==> config.mk <==
export PLATFORM = sky130hd
export DESIGN_NAME = operand_read_stage
export DESIGN_NICKNAME = d
export VERILOG_FILES = /design/src/rtl/operand_read_stage_pkg.sv /design/src/rtl/operand_read_stage_reg_scoreboard.sv /design/src/rtl/operand_read_stage.sv
export SDC_FILE = /design/constraint.sdc
export NUM_CORES = 2
export LEC_CHECK = 0
export ABC_AREA = 1
export CAP_MARGIN = 20
export CORE_AREA = 10 10 532 534
export CTS_CLUSTER_DIAMETER = 80
export DETAILED_ROUTE_END_ITERATION = 7
export DIE_AREA = 0 0 542 544
export RECOVER_POWER = 100
export SYNTH_ARGS = -nofsm -noshare
export SYNTH_HDL_FRONTEND = slang
export SYNTH_HIERARCHICAL = 1
export SYNTH_SLANG_ARGS = --single-unit
==> constraint.sdc <==
create_clock -name clk -period 5.1 [get_ports clk]
set_input_delay 0.51 -clock clk [delete_from_list [all_inputs] [get_ports clk]]
set_output_delay 0.51 -clock clk [all_outputs]
set_load 0.03 [all_outputs]
==> src/rtl/operand_read_stage_pkg.sv <==
// rtl/operand_read_stage_pkg.sv - shared types for the operand read stage
package operand_read_stage_pkg;
  localparam int XLEN = 32;
  localparam int SB_CNT_W_DEFAULT = 2;

  typedef logic [31:0]       Addr;
  typedef logic [31:0]       Inst;
  typedef logic [7:0]        IId;
  typedef logic [4:0]        UInt5;
  typedef logic [XLEN-1:0]   UIntX;
  typedef logic [SB_CNT_W_DEFAULT-1:0] SbCnt;

  typedef struct packed {
    Addr  pc;
    Inst  inst;
    IId   inst_id;
    UInt5 rd;
    logic rf_wen;
    UIntX rs1_data;
    UIntX rs2_data;
  } OpReadOut;

  // x0 reads as zero; a commit landing this cycle wins over the not-yet-updated regfile
  function automatic UIntX bypass_read(input UInt5 rs, input logic commit, input UInt5 wb_addr,
                                       input UIntX wb_data, input UIntX rf_val);
    if (rs == '0) return '0;
    if (commit && wb_addr == rs) return wb_data;
    return rf_val;
  endfunction
endpackage

==> src/rtl/operand_read_stage_reg_scoreboard.sv <==
// rtl/operand_read_stage_reg_scoreboard.sv - per-register in-flight write counters
module reg_scoreboard
  import operand_read_stage_pkg::*;
#(
  parameter int SB_CNT_W = SB_CNT_W_DEFAULT
) (
  input  logic clk,
  input  logic reset,
  input  UInt5 rs1,
  input  logic use_rs1,
  input  UInt5 rs2,
  input  logic use_rs2,
  input  UInt5 rd,
  input  logic rf_wen,
  input  logic issue,
  input  logic commit,
  input  UInt5 commit_addr,
  input  logic kill,
  input  UInt5 kill_addr,
  output logic busy_rs1,
  output logic busy_rs2,
  output logic full_rd
);
  localparam logic [SB_CNT_W-1:0] CNT_MAX = '1;

  logic [SB_CNT_W-1:0] cnt     [32];
  logic [SB_CNT_W-1:0] cnt_nxt [32];
  logic [SB_CNT_W:0]   sum     [32];
  logic [SB_CNT_W:0]   dec     [32];
  logic [31:0]         underflow;

  // the last pending write retiring this very cycle no longer blocks a reader
  function automatic logic is_busy(input UInt5 rs, input logic use_rs,
                                   input logic [SB_CNT_W-1:0] c, input logic hit);
    return use_rs && rs != '0 && c != '0 && !(c == SB_CNT_W'(1) && hit);
  endfunction

  assign busy_rs1 = is_busy(rs1, use_rs1, cnt[rs1], commit && commit_addr == rs1);
  assign busy_rs2 = is_busy(rs2, use_rs2, cnt[rs2], commit && commit_addr == rs2);
  assign full_rd  = rf_wen && rd != '0 && cnt[rd] == CNT_MAX
                    && !(commit && commit_addr == rd) && !(kill && kill_addr == rd);

  always_comb begin
    underflow = '0;
    for (int r = 0; r < 32; r++) begin
      sum[r] = {1'b0, cnt[r]} + (SB_CNT_W+1)'(issue && rf_wen && rd == 5'(r));
      dec[r] = (SB_CNT_W+1)'(commit && commit_addr == 5'(r))
             + (SB_CNT_W+1)'(kill && kill_addr == 5'(r));
      if (r == 0 || sum[r] < dec[r]) begin
        cnt_nxt[r]   = '0;
        underflow[r] = (r != 0);
      end else begin
        cnt_nxt[r] = SB_CNT_W'(sum[r] - dec[r]);
      end
    end
  end

  always_ff @(posedge clk) begin
    for (int r = 0; r < 32; r++) begin
      cnt[r] <= reset ? '0 : cnt_nxt[r];
    end
  end

  no_underflow: assert property (@(posedge clk) disable iff (reset) underflow == '0);
endmodule

==> src/rtl/operand_read_stage.sv <==
// rtl/operand_read_stage.sv - regfile read with writeback bypass, RAW stall and output register
module operand_read_stage
  import operand_read_stage_pkg::*;
#(
  parameter int SB_CNT_W = SB_CNT_W_DEFAULT
) (
  input  logic         clk,
  input  logic         reset,
  input  logic         in_valid,
  output logic         in_ready,
  input  Addr          in_pc,
  input  Inst          in_inst,
  input  IId           in_inst_id,
  input  UInt5         in_rs1,
  input  UInt5         in_rs2,
  input  logic         in_use_rs1,
  input  logic         in_use_rs2,
  input  logic         in_rf_wen,
  input  UInt5         in_rd,
  input  UIntX [31:0]  regfile,
  input  logic         wb_valid,
  input  logic         wb_rf_wen,
  input  UInt5         wb_reg_addr,
  input  UIntX         wb_wdata,
  input  logic         kill_valid,
  input  UInt5         kill_reg_addr,
  output logic         out_valid,
  input  logic         out_ready,
  output Addr          out_pc,
  output Inst          out_inst,
  output IId           out_inst_id,
  output UInt5         out_rd,
  output logic         out_rf_wen,
  output UIntX         out_rs1_data,
  output UIntX         out_rs2_data,
  output logic [63:0]  stall_count
);
  logic     commit;
  logic     busy_rs1;
  logic     busy_rs2;
  logic     full_rd;
  logic     fire;
  OpReadOut out_q;
  OpReadOut out_d;

  assign commit   = wb_valid && wb_rf_wen && wb_reg_addr != '0;
  assign in_ready = (!out_valid || out_ready) && !busy_rs1 && !busy_rs2 && !full_rd;
  assign fire     = in_valid && in_ready;

  reg_scoreboard #(.SB_CNT_W(SB_CNT_W)) u_sb (
    .clk         (clk),
    .reset       (reset),
    .rs1         (in_rs1),
    .use_rs1     (in_use_rs1),
    .rs2         (in_rs2),
    .use_rs2     (in_use_rs2),
    .rd          (in_rd),
    .rf_wen      (in_rf_wen),
    .issue       (fire),
    .commit      (commit),
    .commit_addr (wb_reg_addr),
    .kill        (kill_valid),
    .kill_addr   (kill_reg_addr),
    .busy_rs1    (busy_rs1),
    .busy_rs2    (busy_rs2),
    .full_rd     (full_rd)
  );

  always_comb begin
    out_d          = '0;
    out_d.pc       = in_pc;
    out_d.inst     = in_inst;
    out_d.inst_id  = in_inst_id;
    out_d.rd       = in_rd;
    out_d.rf_wen   = in_rf_wen;
    out_d.rs1_data = bypass_read(in_rs1, commit, wb_reg_addr, wb_wdata, regfile[in_rs1]);
    out_d.rs2_data = bypass_read(in_rs2, commit, wb_reg_addr, wb_wdata, regfile[in_rs2]);
  end

  always_ff @(posedge clk) begin
    if (reset) begin
      out_valid   <= 1'b0;
      out_q       <= '0;
      stall_count <= '0;
    end else begin
      if (fire) begin
        out_q     <= out_d;
        out_valid <= 1'b1;
      end else if (out_ready) begin
        out_valid <= 1'b0;
      end
      if (in_valid && !in_ready) stall_count <= stall_count + 64'd1;
    end
  end

  assign out_pc       = out_q.pc;
  assign out_inst     = out_q.inst;
  assign out_inst_id  = out_q.inst_id;
  assign out_rd       = out_q.rd;
  assign out_rf_wen   = out_q.rf_wen;
  assign out_rs1_data = out_q.rs1_data;
  assign out_rs2_data = out_q.rs2_data;
endmodule

==> impl_metrics.py <==
metrics = {
    "die": {
        "die_w_um": 542,
        "core_area_um2": 272400,
        "ios": 1371,
        "start_util_pct": 13.91,
        "die_h_um": 544,
        "core.rowCount": 192,
        "dieArea_um2": 294800,
    },
    "worst_setup_path": {
        "slowest_delay_ns": 0.75,
        "crit_buf_inv": 8,
        "critPathMostFrequentCell": "nand2_1",
        "critPathKind": "input pin to flop",
        "crit_path_top_delay_cell": "clkbuf_2",
        "critPathRequiredTime_ns": 5.58,
        "arrival_ns": 4.94,
        "rrSetupSlack_ns": 1.13,
        "critPathLaunchType": "input pin",
        "critPathMaxFanout": 145,
        "rr_startpoint": "u_sb/cnt[27][1]$_SDFF_PP0_",
        "worstSetupEndpointType": "flop",
        "crit_path_start": "in_rd[0]",
        "crit_family": "buffers and inverters",
    },
    "yosys": {
        "synth-xor-area-share_pct": 0.8553,
        "ys_ff_latch": 269,
        "yosysSeqAreaShare_pct": 14.21,
        "syn_area_um2": 37890,
        "async_flop_share_pct": 0,
        "synth_compound_gate_area_share_pct": 19.19,
        "synthAdderAreaFrac_pct": 5.766,
        "synth_edf_count": 0,
        "ys.flop_type": "dfxtp_1",
        "synth_top_family_by_area": "simple AND/OR/NAND/NOR gates",
        "ys_warn_count": 6,
        "muxShareOfSynthArea_pct": 0,
        "synth_nets": 8565,
        "synthDistinctLibCells": 42,
        "synthCells": 7246,
        "synth_area_per_cell_um2": 5.229,
        "yosys.area_share.simple_pct": 47.02,
    },
    "layout": {
        "drive_gt1_share_pct": 3.066,
        "layout_common_cells": "nand2_1 (2607), clkdlybuf4s50_1 (1150), nand3_1 (831)",
        "final.fill_count": 31563,
        "fin_util_pct": 20.83,
        "stdcell_count": 12057,
        "final_common_cell": "nand2_1",
        "final_area_um2": 56740,
        "layout-area-overhead-vs-synth_pct": 49.74,
        "multi_input_area_um2": 27600,
        "seq_area_um2": 5385,
        "fin_nets": 9614,
    },
    "timing": {
        "final.setup.tns_ns": 0,
        "holdWs_ns": 0.4623,
        "rsz0062_at_grt": "no",
        "worst_slack_ns": 0.6448,
        "slew_headroom_pct": -22.81,
        "setup_viol": 0,
        "post-route-period-util_pct": 87.36,
        "fin_crit_ns": 4.455,
        "finalHoldViolations": 0,
        "slew_violations": 79,
        "max_freq_mhz": 224.5,
        "clock-skew-final_ns": 0.04456,
        "worst_pin_slew_ns": 1.842,
    },
    "outcome": {
        "violations": "max-capacitance violations, max-slew violations",
        "status": "finished with violations",
    },
    "job": {
        "maxCapViolCount": 1,
    },
    "clock_network": {
        "htree_levels": 2,
        "cts-resized-gates": 0,
        "cts_setup_buffers": 0,
        "clock_latency_ns": 0.59,
        "hold_buffers": 0,
        "clkTransAtPathRegs_ns": 0.06,
        "cts_sinks": 269,
        "cts_tree": "built",
        "clockBufferDepth": 3,
        "clockRootBuffer": "clkbuf_16",
        "numCtsBuffers": 35,
    },
    "placed_design": {
        "numPlacedInstances": 11841,
        "place_area_um2": 55150,
        "portBuffers": 1370,
        "hpwl_um": 337900,
        "pre_cts_ws_ns": 0.1986,
        "gp_congestion": 1.029,
    },
    "route": {
        "vias": 56533,
        "ant_nets": 0,
        "viasPerCell": 4.689,
        "drc": 0,
        "totalWireLength_um": 398800,
        "avgRoutedWirePerCell_um": 33.08,
        "drtIter0Drc": 7815,
        "firstDrtPassIters": 7,
    },
    "power_and_ir_drop": {
        "p_leak_nw": 23.98,
        "ir_worst_vdd_mv": 0.1982,
        "p_per_area_nw_per_um2": 172.9,
        "p_total_mw": 9.808,
    },
    "global_route": {
        "grt_pass1_vias": 50387,
        "grt_overflow": 0,
        "grt_pass1_wl_um": 505500,
        "antenna_found_initial": 314,
        "grt_max_degree": 195,
        "grt_usage_pct": 25.42,
    },
    "hold_path": {
        "hp-start": "out_rs1_data[31]$_SDFFE_PP0P_",
        "hp-class": "flop to flop",
    },
}
cell usage after synthesis (11+ instances only):
| library cell | number | area (um^2) |
|---|---|---|
| nand2_1 | 2607 | 9786 |
| nand3_1 | 832 | 4164 |
| nor2_1 | 744 | 2793 |
| inv_1 | 603 | 2263 |
| a21oi_1 | 556 | 2783 |
| o21ai_0 | 370 | 1852 |
| o211ai_1 | 323 | 2425 |
| dfxtp_1 | 269 | 5385 |
| clkbuf_1 | 196 | 735.7 |
| buf_2 | 194 | 970.9 |
| ha_1 | 125 | 1564 |
| buf_4 | 60 | 450.4 |
| buf_1 | 57 | 214.0 |
| nor3_1 | 54 | 270.3 |
| nand3b_1 | 36 | 270.3 |
| nor3b_1 | 33 | 247.7 |
| fa_1 | 31 | 620.6 |
| o21ai_1 | 25 | 125.1 |
| nand4_1 | 20 | 125.1 |
| xor2_1 | 20 | 175.2 |
| clkinv_1 | 19 | 71.32 |
| xnor2_1 | 17 | 148.9 |
| buf_6 | 13 | 146.4 |
| inv_2 | 11 | 41.29 |
kinds of logic (layout without fill, tap and decap cells):
| family | count (synthesis) | after routing |
|---|---|---|
| compound gates | 1286 | 1286 |
| flops | 269 | 269 |
| buf+inv | 1154 | 2226 |
| fa+ha+maj | 156 | 156 |
| simple gates | 4344 | 4344 |
| xor+xnor | 37 | 37 |
| other cells | 0 | 150 |
state kept, by name, summed over array words and instances (netlist names):
signal and cells:
out_inst 32, out_inst_id 8, out_pc 32, out_rd 5
out_rf_wen 1, out_rs1_data 32, out_rs2_data 32, out_valid 1
stall_count 64, u_sb/cnt 62
routing by layer:
metal | track usage [%] | up-vias | wire length, um
li1 | - | 25766 | -
met1 | 32.47 | 26319 | 165200
met2 | 36.35 | 3533 | 160200
met3 | 11.46 | 769 | 52100
met4 | 11.54 | 146 | 20450
met5 | 0 | - | 940
path summary, 6_finish.rpt:
path         cells after the start                            end
min reg2reg                      2  out_rs1_data[31]$_SDFFE_PP0P_
max reg2reg                     19  out_rs2_data[29]$_SDFFE_PP0P_
min                              2  out_rs1_data[31]$_SDFFE_PP0P_
max                             25  out_rs2_data[29]$_SDFFE_PP0P_
final cells by class:
type | count | area share, %
Multi-Input combinational cell | 5823 | 48.65
Timing Repair Buffer | 1533 | 26.96
Sequential cell | 269 | 9.492
Tap cell | 3589 | 7.915
Inverter | 633 | 4.225
Clock buffer | 42 | 1.643
Antenna cell | 150 | 0.6616
Clock inverter | 18 | 0.4499
worst min-delay path, delay by kind of cell, from the launching register on:
kind            cells  cell delay [ns]
simple gates        1             0.06
flops               1             0.30
compound gates      1             0.06
power by group:
| part | switching, mW | total (mW) | internal [mW] |
|---|---|---|---|
| Clock | 1.13 | 2.66 | 1.53 |
| Sequential | 0.0773 | 2.29 | 2.21 |
| Combinational | 3.15 | 4.86 | 1.71 |
(Power assumes the default switching activity.)
